File: src/rtl/pipeline_hazard_ctrl.sv
// Pipeline sequencing controller for the 5-stage core: per-cycle stall/flush/bubble
// decisions for load-use hazards, taken branches in MEM and multi-cycle memory accesses.
module pipeline_hazard_ctrl #(
    parameter int CNT_W       = 32,
    parameter int MEM_TIMEOUT = 256
) (
    input  logic             clk,
    input  logic             rst,
    input  logic [4:0]       id_rs1,
    input  logic [4:0]       id_rs2,
    input  logic             id_uses_rs2,
    input  logic [4:0]       ex_rd,
    input  logic             ex_memread,
    input  logic             mem_branch_taken,
    input  logic             mem_req,
    input  logic             mem_ready,
    output logic             pc_write,
    output logic             ifid_write,
    output logic             ifid_flush,
    output logic             idex_write,
    output logic             idex_bubble,
    output logic             exmem_write,
    output logic             exmem_bubble,
    output logic [1:0]       state,
    output logic [CNT_W-1:0] stall_cnt,
    output logic [CNT_W-1:0] flush_cnt,
    output logic             mem_timeout
);

    localparam int WAIT_W = $clog2(MEM_TIMEOUT + 1);

    typedef enum logic [1:0] {
        RUN      = 2'd0,
        LU_STALL = 2'd1,
        MEM_WAIT = 2'd2
    } state_t;

    state_t            state_q;
    state_t            state_nxt;
    logic [WAIT_W-1:0] wait_cnt;
    logic              lu;
    logic              mem_wait;
    logic              stall_inc;
    logic              flush_inc;

    // mem_req/mem_ready: an access completes in the cycle both are high; req high
    // with ready low freezes the whole pipe until ready arrives or req drops.
    assign mem_wait = mem_req & ~mem_ready;
    assign lu = ex_memread & (ex_rd != 5'd0) &
                ((ex_rd == id_rs1) | (id_uses_rs2 & (ex_rd == id_rs2)));
    assign state = state_q;

    always_comb begin
        pc_write     = 1'b1;
        ifid_write   = 1'b1;
        ifid_flush   = 1'b0;
        idex_write   = 1'b1;
        idex_bubble  = 1'b0;
        exmem_write  = 1'b1;
        exmem_bubble = 1'b0;
        state_nxt    = RUN;
        stall_inc    = 1'b0;
        flush_inc    = 1'b0;
        if (rst) begin
            pc_write     = 1'b0;
            ifid_write   = 1'b0;
            ifid_flush   = 1'b1;
            idex_bubble  = 1'b1;
            exmem_bubble = 1'b1;
        end else if (mem_wait) begin
            pc_write    = 1'b0;
            ifid_write  = 1'b0;
            idex_write  = 1'b0;
            exmem_write = 1'b0;
            state_nxt   = MEM_WAIT;
            stall_inc   = 1'b1;
        end else if (mem_branch_taken) begin
            ifid_flush   = 1'b1;
            idex_bubble  = 1'b1;
            exmem_bubble = 1'b1;
            flush_inc    = 1'b1;
        end else if (lu && state_q != LU_STALL) begin
            // LU_STALL masks detection so the hazard costs exactly one bubble
            pc_write    = 1'b0;
            ifid_write  = 1'b0;
            idex_bubble = 1'b1;
            state_nxt   = LU_STALL;
            stall_inc   = 1'b1;
        end
    end

    always_ff @(posedge clk) begin
        if (rst) begin
            state_q     <= RUN;
            stall_cnt   <= '0;
            flush_cnt   <= '0;
            wait_cnt    <= '0;
            mem_timeout <= 1'b0;
        end else begin
            state_q <= state_nxt;
            if (stall_inc && stall_cnt != {CNT_W{1'b1}})
                stall_cnt <= stall_cnt + 1'b1;
            if (flush_inc && flush_cnt != {CNT_W{1'b1}})
                flush_cnt <= flush_cnt + 1'b1;
            if (mem_wait) begin
                if (wait_cnt != WAIT_W'(MEM_TIMEOUT))
                    wait_cnt <= wait_cnt + 1'b1;
                // sets on the edge where the count reaches MEM_TIMEOUT
                if (wait_cnt >= WAIT_W'(MEM_TIMEOUT - 1))
                    mem_timeout <= 1'b1;
            end else begin
                wait_cnt <= '0;
            end
        end
    end

endmodule
File: config.mk
export PLATFORM = sky130hd
export DESIGN_NAME = pipeline_hazard_ctrl
export DESIGN_NICKNAME = d
export VERILOG_FILES = /design/src/rtl/pipeline_hazard_ctrl.sv
export SDC_FILE = /design/constraint.sdc
export NUM_CORES = 1
export LEC_CHECK = 0
export ABC_AREA = 1
export BUFFER_PORTS_ARGS = -buffer_cell sky130_fd_sc_hd__buf_2
export CORE_MARGIN = 2
export CORE_UTILIZATION = 40
export DETAILED_ROUTE_END_ITERATION = 8
export GPL_TIMING_DRIVEN = 0
export PLACE_DENSITY_LB_ADDON = 0.1
export SKIP_CTS_REPAIR_TIMING = 1
export SLEW_MARGIN = 5
export SYNTH_ARGS = -nofsm -noshare
export SYNTH_HDL_FRONTEND = slang
export SYNTH_SLANG_ARGS = --single-unit
File: constraint.sdc
create_clock -name clk -period 2.1 [get_ports clk]
set_input_delay 0.21 -clock clk [delete_from_list [all_inputs] [get_ports clk]]
set_output_delay 0.21 -clock clk [all_outputs]
set_load 0.03 [all_outputs]
# == Word level (Yosys, flattened, before mapping) ==
# Index checks and enable logic that the tools add are counted.
# totals
wordCells,50
register_bits,76
inputBits,22
out_inout_bits,74
# op_classes
n_reduce_logical,7
mux,20
add_sub_neg,3
n_eq_ne,6
bitwise,7
n_lt_le_gt_ge,1
# ops
op,n
"adder 32 x 1 -> 32 bit, second input constant",2
"inequality test 32 bit, second input constant",2
2-to-1 mux 1 bit,19
equality test 5 bit,2
"adder 9 x 1 -> 9 bit, second input constant",1
">= comparator 9 x 8 -> 1 bit, second input constant",1
"inequality test 9 bit, second input constant",1
nonzero test 5 bit,1
AND 1 bit,4
logical AND 1 bit,3
OR reduction 3 bit,1
2-to-1 mux 2 bit,1
"inequality test 2 x 1 -> 1 bit, second input constant",1
NOT 1 bit,2
AND reduction 2 bit,1
OR reduction 2 bit,1
bitwise OR 1 bit,1

# == Depth between registers and ports, before layout ==
# logic_depth
word_depth,10
mapped_depth,13
depth_no_buf,12

# == Least setup slack after synthesis ==
# No wires, ideal clock.
# synth_path
kind,register to register
startpoint,register stall_cnt[0]
endpoint,register stall_cnt[7]
path_stages_with_launch,12
setup_slack_ps,59
required_ps,1984
arrival_ps,1925
setup_ps,116
synth_period_minus_slack_ps,2041
cell_sequence,dfxtp_1 ha_1 nand2_1 nor2_2 nand2_2 nor2_8 nand3_2 o21ai_2 inv_2 buf_2 a21oi_1 nor2_1
# synth_between
elab_chain_len,2
word_cells_on_any_way,3
classes_between,1 x add/sub; 1 x eq/ne; 1 x reduce/logical
# synth_rtl
item,line,text
"start, declared",25,"output logic [CNT_W-1:0] stall_cnt,"
"start signal, assigned",102,stall_cnt <= stall_cnt + 1'b1;
"parallel branches: the longest is 2 deep, another holds adder 32 x 1 -> 32 bit",-,
# Parallel ways; which one is timed is not known.
# A chain may end at the register's enable or synchronous reset.

# == Worst setup path in the final report ==
# layout_path
startpoint,register stall_cnt[8]
endpoint,register stall_cnt[25]
# Same word-level chain as after synthesis.

==> results.json <==
{
  "status": "completed",
  "portBuffers": 95,
  "clk_latency_ns": 0.35,
  "wirelength_um": 14500,
  "grt_pass1_vias": 4776,
  "drtIter0Drc": 299,
  "grtUsageTotal_pct": 23.1,
  "fin_worst_hold_slack_ns": 0.0503,
  "cts.sinks": 76,
  "cts_buffers": 9,
  "ant_nets": 0,
  "critPathLaunchType": "flop",
  "finClkSkew_ns": 0.00965,
  "hp-class": "in -> reg",
  "setup_violations": 0,
  "worstPathRequired_ns": 2.35,
  "period_minus_slack_ns": 2.00,
  "rows": 40,
  "critPathKind": "reg -> reg",
  "antenna_cells": 0,
  "ys_seq_area_share_pct": 31.1,
  "dp_slack_ns": -0.0498,
  "grt_max_degree": 13,
  "end_kind": "flop",
  "die_area_um2": 13100,
  "path_clk_slew_ns": 0.06,
  "netlist_area_um2": 4890,
  "fmax_mhz": 500,
  "drive_gt1_share_pct": 17.2,
  "maxCapViolCount": 0,
  "wl_per_cell_um": 13.6,
  "clock_path_buffers": 2,
  "grt_pass1_wl_um": 23600,
  "vias_per_cell": 4.82,
  "die_x_um": 115,
  "ys_types": 32,
  "timing_hold_violations_final": 0,
  "power.total_uw": 3470,
  "first_pass_iters": 4,
  "p_per_area_nw_per_um2": 591,
  "cts_tree": "yes",
  "ios": 96,
  "ys_warn_count": 0,
  "final_net_count": 940,
  "p_leak_uw": 0.00267,
  "slew_viol_final": 0,
  "min_period_over_period_pct": 95.2,
  "syn-num-nets": 833,
  "cp.arrival_ns": 2.25,
  "antenna_found_initial": 0,
  "worstPathMaxFanout": 6,
  "start_util_pct": 40.9,
  "dp_hpwl_um": 11000,
  "vias": 5133,
  "synthCells": 806,
  "fin_ws_ns": 0.100,
  "cts-htree-levels": 3,
  "drc": 0,
  "core_um2": 12000,
  "worst_pin_slew_ns": 0.651,
  "root_buffer": "clkbuf_16",
  "grt_remaining_overflow": 0,
  "peakVddDrop_mv": 0.306,
  "area_delta_synth_final_pct": 20.0,
  "die_h_um": 115,
  "syn-mean-instance-area_um2": 6.07,
  "synth_seq_cells": 76,
  "relSlewSlack_pct": 56.6,
  "gp_congestion": 0.885
}
==> worst paths after layout <==
| check | from | endpoint | slack, ns | cells past startpoint |
|---|---|---|---|---|
| worst min register to register | mem_timeout | mem_timeout | 0.46 | 2 |
| worst max-delay path | stall_cnt[8] | stall_cnt[25] | 0.10 | 8 |
| worst max register to register | stall_cnt[8] | stall_cnt[25] | 0.10 | 8 |
| worst min-delay path | mem_branch_taken | state[0] | 0.05 | 2 |
==> synthesized netlist by cell type <==
master / instances / share of area [%]
a21oi_1: 42 / 4.3
a31oi_1: 1 / 0.13
and2_1: 1 / 0.13
buf_2: 8 / 0.82
buf_4: 3 / 0.46
buf_6: 5 / 1.2
clkbuf_1: 9 / 0.69
clkinv_1: 3 / 0.23
dfxtp_1: 76 / 31
ha_1: 5 / 1.3
inv_1: 86 / 6.6
inv_2: 10 / 0.77
nand2_1: 258 / 20
nand2_2: 4 / 0.51
nand2_4: 1 / 0.23
nand3_1: 41 / 4.2
nand3_2: 1 / 0.20
nand3b_1: 16 / 2.5
nand4_1: 9 / 1.2
nor2_1: 142 / 11
nor2_2: 2 / 0.26
nor2_8: 1 / 0.41
nor3_1: 19 / 1.9
nor3_2: 2 / 0.41
nor4_1: 2 / 0.26
o21ai_0: 7 / 0.72
o21ai_1: 5 / 0.51
o21ai_2: 1 / 0.18
o21bai_1: 2 / 0.31
o31ai_1: 1 / 0.15
xnor2_1: 11 / 2.0
xor2_1: 32 / 5.7
==> state kept, by name (all words and copies together), names as in the netlist <==
signal,flops
mem_timeout,1
state,2
wait_cnt,9
flush_cnt,32
stall_cnt,32
==> per-stage QoR <==
stage               TNS (ns)  cell area, µm²  cells  utilization [%]
global placement      -0.256            5550   1048             46.4
CTS                    -1.97            5820   1064             48.7
floorplan                  0            4890    806                -
detailed placement     -1.14            5550   1048             46.4
finish                     0            5860   1065             49.0
global route         -0.0652            5860   1065             49.0
==> placed cells by master (no fill, tap or decap), types with 2 or more instances in the layout <==
cell type and instances:
nand2_1 257, nor2_1 140, buf_2 102, inv_1 86, dfxtp_1 73, a21oi_1 42, nand3_1 41, xor2_1 32
nor3_1 19, nand3b_1 16, xnor2_1 11, inv_2 10, nand4_1 9, clkbuf_16 9, clkbuf_1 8, o21ai_0 7
buf_4 6, buf_6 5, o21ai_1 5, ha_1 4, nand2_4 3, nor2_2 3, nand2_2 3, clkinv_1 3
dfxtp_2 3, clkbuf_2 2, nor3_2 2, o21bai_1 2, nor4_1 2, clkinv_2 2, clkinvlp_4 2
==> layer usage <==
layer | global-route usage [%] | wire length [µm] | vias up
met5 | 0 | 0 | -
met4 | 9.02 | 327 | 0
met3 | 4.34 | 714 | 18
met2 | 39.1 | 6950 | 115
met1 | 28.9 | 6510 | 2301
li1 | - | - | 2699
==> critical path: stages (launching register included) <==
cell	delay, ns
dfxtp_1	0.44
nand2_1	0.09
nor2_1	0.21
nand2_1	0.11
nor2_1	0.46
nand4_1	0.24
xor2_1	0.20
nor2_1	0.10
nor2_1	0.05
==> report_power, final <==
part | internal, µW | switching (µW)
Combinational | 144 | 300
Clock | 830 | 661
Sequential | 1480 | 52.4
==> logic make-up after synthesis <==
family / synth area share [%]
AO/OA/AOI/OAI: 6.30
buffers and inverters: 10.7
AND/OR/NAND/NOR: 42.9
flip-flops: 31.1
XOR/XNOR: 7.70
adder cells (fa/ha/maj): 1.28
==> cell type report <==
type / count / area (µm²)
clock inverter: 4 / 25.0
multi-input combinational: 606 / 2870
timing repair buffer: 96 / 483
buffer: 25 / 161
clock buffer: 12 / 246
inverter: 99 / 372
tap: 147 / 184
fill: 1272 / 6100
sequential: 76 / 1530
Note: power is estimated with default switching activity, not from simulation.
